### src/rtl/pc_sequencer_pkg.sv
// rtl/pc_sequencer_pkg.sv - shared constants, state encoding and helpers for the PC sequencer
package pc_sequencer_pkg;

    localparam logic [31:0] WORD_ZERO = 32'h0000_0000;
    localparam logic [31:0] PC_STEP   = 32'd4;

    typedef enum logic [1:0] {
        ST_INIT  = 2'd0,
        ST_FETCH = 2'd1,
        ST_ISSUE = 2'd2
    } state_t;

    function automatic logic [31:0] align_word(input logic [31:0] addr);
        return {addr[31:2], 2'b00};
    endfunction

endpackage

### src/rtl/pc_sequencer_redirect_select.sv
// rtl/pc_sequencer_redirect_select.sv - jump/branch priority, target alignment and misalign detect
module pc_sequencer_redirect_select
    import pc_sequencer_pkg::*;
(
    input  logic        jump_valid_i,
    input  logic [31:0] jump_target_i,
    input  logic        branch_valid_i,
    input  logic [31:0] branch_target_i,
    output logic        redir_o,
    output logic [31:0] tgt_o,
    output logic        misalign_o
);

    logic [31:0] raw_tgt;

    always_comb begin
        // Jump wins when both redirects arrive together
        raw_tgt    = jump_valid_i ? jump_target_i : branch_target_i;
        redir_o    = jump_valid_i | branch_valid_i;
        tgt_o      = align_word(raw_tgt);
        misalign_o = redir_o && (raw_tgt[1:0] != 2'b00);
    end

endmodule

### src/rtl/pc_sequencer.sv
// rtl/pc_sequencer.sv - PC write and instruction fetch sequencer for the multi-cycle datapath
module pc_sequencer #(
    parameter logic [31:0] RESET_VECTOR = 32'h0000_0000,
    parameter logic [31:0] PC_STEP      = pc_sequencer_pkg::PC_STEP
) (
    input  logic        clk,
    input  logic        rst,
    input  logic [31:0] pc_cur,
    output logic [31:0] pc_next,
    output logic        pc_we,
    output logic        imem_req,
    output logic [31:0] imem_addr,
    input  logic        imem_ack,
    input  logic [31:0] imem_rdata,
    output logic        instr_valid,
    input  logic        instr_ready,
    output logic [31:0] instr_out,
    output logic [31:0] instr_pc,
    input  logic        jump_valid,
    input  logic [31:0] jump_target,
    input  logic        branch_valid,
    input  logic [31:0] branch_target,
    output logic        misalign_err
);
    import pc_sequencer_pkg::*;

    state_t      state_q, state_d;
    logic        pending_q, pending_d;
    logic [31:0] pend_tgt_q, pend_tgt_d;
    logic [31:0] instr_q, instr_d;
    logic [31:0] ipc_q, ipc_d;
    logic        misalign_q, misalign_d;

    logic        redir;
    logic [31:0] tgt;
    logic        sel_misalign;
    logic        eff_redir;
    logic [31:0] eff_tgt;

    pc_sequencer_redirect_select u_redirect_select (
        .jump_valid_i    (jump_valid),
        .jump_target_i   (jump_target),
        .branch_valid_i  (branch_valid),
        .branch_target_i (branch_target),
        .redir_o         (redir),
        .tgt_o           (tgt),
        .misalign_o      (sel_misalign)
    );

    always_ff @(posedge clk or negedge rst) begin
        if (!rst) begin
            state_q    <= ST_INIT;
            pending_q  <= 1'b0;
            pend_tgt_q <= WORD_ZERO;
            instr_q    <= WORD_ZERO;
            ipc_q      <= WORD_ZERO;
            misalign_q <= 1'b0;
        end else begin
            state_q    <= state_d;
            pending_q  <= pending_d;
            pend_tgt_q <= pend_tgt_d;
            instr_q    <= instr_d;
            ipc_q      <= ipc_d;
            misalign_q <= misalign_d;
        end
    end

    always_comb begin
        state_d     = state_q;
        pending_d   = pending_q;
        pend_tgt_d  = pend_tgt_q;
        instr_d     = instr_q;
        ipc_d       = ipc_q;
        misalign_d  = misalign_q | sel_misalign;
        pc_we       = 1'b0;
        pc_next     = RESET_VECTOR;
        imem_req    = 1'b0;
        instr_valid = 1'b0;

        // A live redirect supersedes one held from earlier in the fetch
        eff_redir = redir | pending_q;
        eff_tgt   = redir ? tgt : pend_tgt_q;

        case (state_q)
            ST_INIT: begin
                pc_we   = 1'b1;
                pc_next = RESET_VECTOR;
                state_d = ST_FETCH;
            end
            ST_FETCH: begin
                imem_req = 1'b1;
                if (imem_ack) begin
                    if (eff_redir) begin
                        pc_we     = 1'b1;
                        pc_next   = eff_tgt;
                        pending_d = 1'b0;
                    end else begin
                        instr_d = imem_rdata;
                        ipc_d   = pc_cur;
                        state_d = ST_ISSUE;
                    end
                end else if (redir) begin
                    pend_tgt_d = tgt;
                    pending_d  = 1'b1;
                end
            end
            ST_ISSUE: begin
                instr_valid = 1'b1;
                if (redir) begin
                    pc_we   = 1'b1;
                    pc_next = tgt;
                    state_d = ST_FETCH;
                end else if (instr_ready) begin
                    pc_we   = 1'b1;
                    pc_next = pc_cur + PC_STEP;
                    state_d = ST_FETCH;
                end
            end
            default: state_d = ST_INIT;
        endcase

        // Outputs go quiet the moment reset asserts, not at the next edge
        if (!rst) begin
            pc_we       = 1'b0;
            pc_next     = RESET_VECTOR;
            imem_req    = 1'b0;
            instr_valid = 1'b0;
        end

        imem_addr = imem_req ? pc_cur : WORD_ZERO;
    end

    assign instr_out    = instr_q;
    assign instr_pc     = ipc_q;
    assign misalign_err = misalign_q;

endmodule
### config.mk
export PLATFORM = sky130hd
export DESIGN_NAME = pc_sequencer
export DESIGN_NICKNAME = d
export VERILOG_FILES = /design/src/rtl/pc_sequencer_pkg.sv /design/src/rtl/pc_sequencer_redirect_select.sv /design/src/rtl/pc_sequencer.sv
export SDC_FILE = /design/constraint.sdc
export NUM_CORES = 1
export LEC_CHECK = 0
export CAP_MARGIN = 20
export CORE_MARGIN = 2
export CORE_UTILIZATION = 43
export CTS_BUF_LIST = sky130_fd_sc_hd__clkbuf_8 sky130_fd_sc_hd__clkbuf_16
export CTS_CLUSTER_SIZE = 20
export DETAILED_ROUTE_END_ITERATION = 6
export PLACE_DENSITY = 0.9
export SETUP_SLACK_MARGIN = 0.1
export SLEW_MARGIN = 10
export SYNTH_ARGS = -nofsm -noshare
export SYNTH_HDL_FRONTEND = slang
export SYNTH_SLANG_ARGS = --single-unit
### constraint.sdc
create_clock -name clk -period 2.1 [get_ports clk]
set_input_delay 0.21 -clock clk [delete_from_list [all_inputs] [get_ports clk]]
set_output_delay 0.21 -clock clk [all_outputs]
set_load 0.03 [all_outputs]
==> reports/qor.yml <==
status: "finished, violations left"
failed_checks: "design-rule violations, negative setup slack"
max_stage_delay_ns: 0.48
io_pins: 266
dr.max_layer_used: "met4"
synth_top_area_share_pct: 40.27
maxCapViolations: 0
yosysWarnings: 0
period_needed_ns: 2.570
die_w_um: 124.2
p_leak_nw: 5.025
htreeDepth: 3
area.growth.synth_to_final_pct: 93.96
start_util_pct: 44.42
setup_violations: 132
ys.flop_type: "dfrtp_1"
drc: 4
drtIter0Drc: 1389
worst_slack_ns: -0.4700
ir_drop_uv: 1080
dr_wl_met2_um: 16770
crit_fanout: 4
grt_use_total_pct: 34.19
crit_slowest_cell: "nor3_1"
layout.nets: 1191
timing.final.crit_share_pct: 122.4
yosysSeqAreaShare_pct: 40.27
die_h_um: 124.2
synth_edf_count: 0
finalSetupTns_ns: -18.37
multi_input_area_um2: 4472
final_antenna_net_count: 0
syn_area_um2: 6213
hpwl_um: 18330
tightestPinTransition_ns: 0.6844
cts_buffers: 9
portBuffers: 265
finalMaxSlewViolations: 0
synth_cell_types: 60
worstPathRequired_ns: 1.89
cts_root_buffer: "clkbuf_16"
finalWirelength_um: 37320
dp_cells: 1166
rsz0062_at_grt: "true"
dr_total_vias: 8480
clock_sinks: 100
regArea_um2: 2504
setup.worst_path.start_class: "input pin"
wl_per_cell_um: 30.17
vias_per_cell: 6.855
grt_pass1_vias: 7459
cp-end-kind: "output port"
slew_headroom_pct: 54.37
dr_wl_met3_um: 4965
antenna_found_initial: 0
avgSynthCellArea_um2: 9.400
ys_top_cells_by_count: "dfrtp_1 (100), a21oi_1 (63), mux2_1 (49)"
yosysTopAreaCell: "dfrtp_1"
overflow: 0
path_cells: "clkdlybuf4s15_1 -> nand4_1 -> or2_4 -> buf_4 -> nor3_1 -> xnor2_1 -> o22ai_4 -> buf_6"
coreArea_um2: 13990
first_pass_iters: 7
die-area_um2: 15430
antennaDiodeCount: 0
power_density_nw_per_um2: 1170
final_cells: 1237
path_clk_slew_ns: 0.09
tritoncts: "done"
holdWs_ns: 0.01324
syn_nets: 800
grt_max_degree: 88
routedLengthMet1_um: 12090
max_freq_mhz: 389.1
crit_type: "input pin to output port"
synth_area_leaders: "dfrtp_1 (40%), mux2_1 (8.9%), a21oi_1 (5.1%), and3_1 (3.8%), o21ai_0 (3.7%)"
std_cell_rows: 43
gp_congestion: 0.9531
drive_above_1_share_pct: 44.09
clockBufferDepth: 2
clk_latency_ns: 0.38
synth-seq-cells: 100
n_fill_cell: 581
final-hold-violation-count: 0
crit_arrival_ns: 2.36
hp-class: "input pin to asynchronous set/reset pin"
syn_inst: 661
clock-skew-final_ns: 0.01491
synth.most_common_cell: "dfrtp_1"
grt_pass1_wl_um: 42190
synthArstFlopShare_pct: 100.0
-- path summary, 6_finish.rpt --
path	start	endpoint	slack (ns)	cells past startpoint
setup / recovery	pc_cur[8]	pc_next[15]	-0.47	8
hold / removal	rst	instr_pc[22]	0.01	2
setup reg to reg	state_q[1]	instr_pc[31]	-0.18	11
hold reg to reg	misalign_err	misalign_err	0.50	2
max in group asynchronous	rst	instr_out[9]	1.11	3
min in group clk	pc_cur[6]	instr_pc[6]	0.24	3
-- where the power goes --
part | internal (W) | switching, W
Clock | 0.000877 | 0.000941
Sequential | 0.00285 | 0.000740
Combinational | 0.00419 | 0.00451
-- final cells by class --
class | instances | area share, %
clock inverter | 6 | 0.5295
multi-input combinational | 500 | 37.11
clock buffer | 10 | 1.983
tap | 180 | 1.869
timing repair buffer | 433 | 37.49
inverter | 8 | 0.2492
sequential | 100 | 20.77
-- per-layer routing --
layer | vias to the layer above | GRT usage, %
met4 | 0 | 13.55
met3 | 333 | 9.337
met1 | 3952 | 40.88
met2 | 966 | 58.37
met5 | - | 0
li1 | 3229 | -
-- worst max-delay path, delay by kind of cell --
| family | cells | cell delay, ns |
|---|---|---|
| compound gates | 1 | 0.24 |
| buf+inv | 3 | 0.52 |
| xor+xnor | 1 | 0.30 |
| simple gates | 3 | 1.09 |
-- what timing repair did --
item,in CTS,in global routing
cloned,4,14
endpoints found under the setup margin,130,130
resized for setup,196,194
pin swaps,49,45
setup buffers,19,21
endpoints found under the hold margin,60,0
hold buffers,1,0
-- layout by cell type (no fill, tap or decap), types with 22 or more instances in the layout --
cell type,count
clkdlybuf4s50_1,173
buf_6,80
dfrtp_1,99
buf_4,121
nor2_1,23
o21ai_0,35
a22oi_1,22
and3_4,34
a21oi_1,41
nand2_1,40
mux2_4,64
-- flip-flops by register name, summed over array words and instances (netlist names) --
name / cells
instr_out: 32
state_q: 2
pending_q: 1
misalign_err: 1
instr_pc: 32
pend_tgt_q: 32
-- metrics by stage --
| stage | worst slack, ns | cell area (um^2) | utilization, % | total power (W) |
|---|---|---|---|---|
| 4_1_cts | -0.2169 | 10890 | 77.85 | 0.01209 |
| 5_1_grt | -0.4726 | 12050 | 86.15 | 0.01437 |
| 3_5_place_dp | -0.7863 | 9748 | 69.69 | 0.009595 |
| 2_1_floorplan | 0.003592 | 6336 | - | 0.006763 |
| 6_report | -0.4700 | 12050 | 86.15 | 0.01410 |
| 3_3_place_gp | -0.7053 | 9748 | 69.69 | 0.009401 |
-- cell families after synthesis --
kind of cell,after synthesis,synth area share (%)
compound gates,210,21.99
flops,100,40.27
simple gates,199,17.66
buf+inv,62,4.511
mux,64,11.60
xor+xnor,21,2.960
fa+ha+maj,5,1.007
Note: power is estimated with default switching activity, not from simulation.
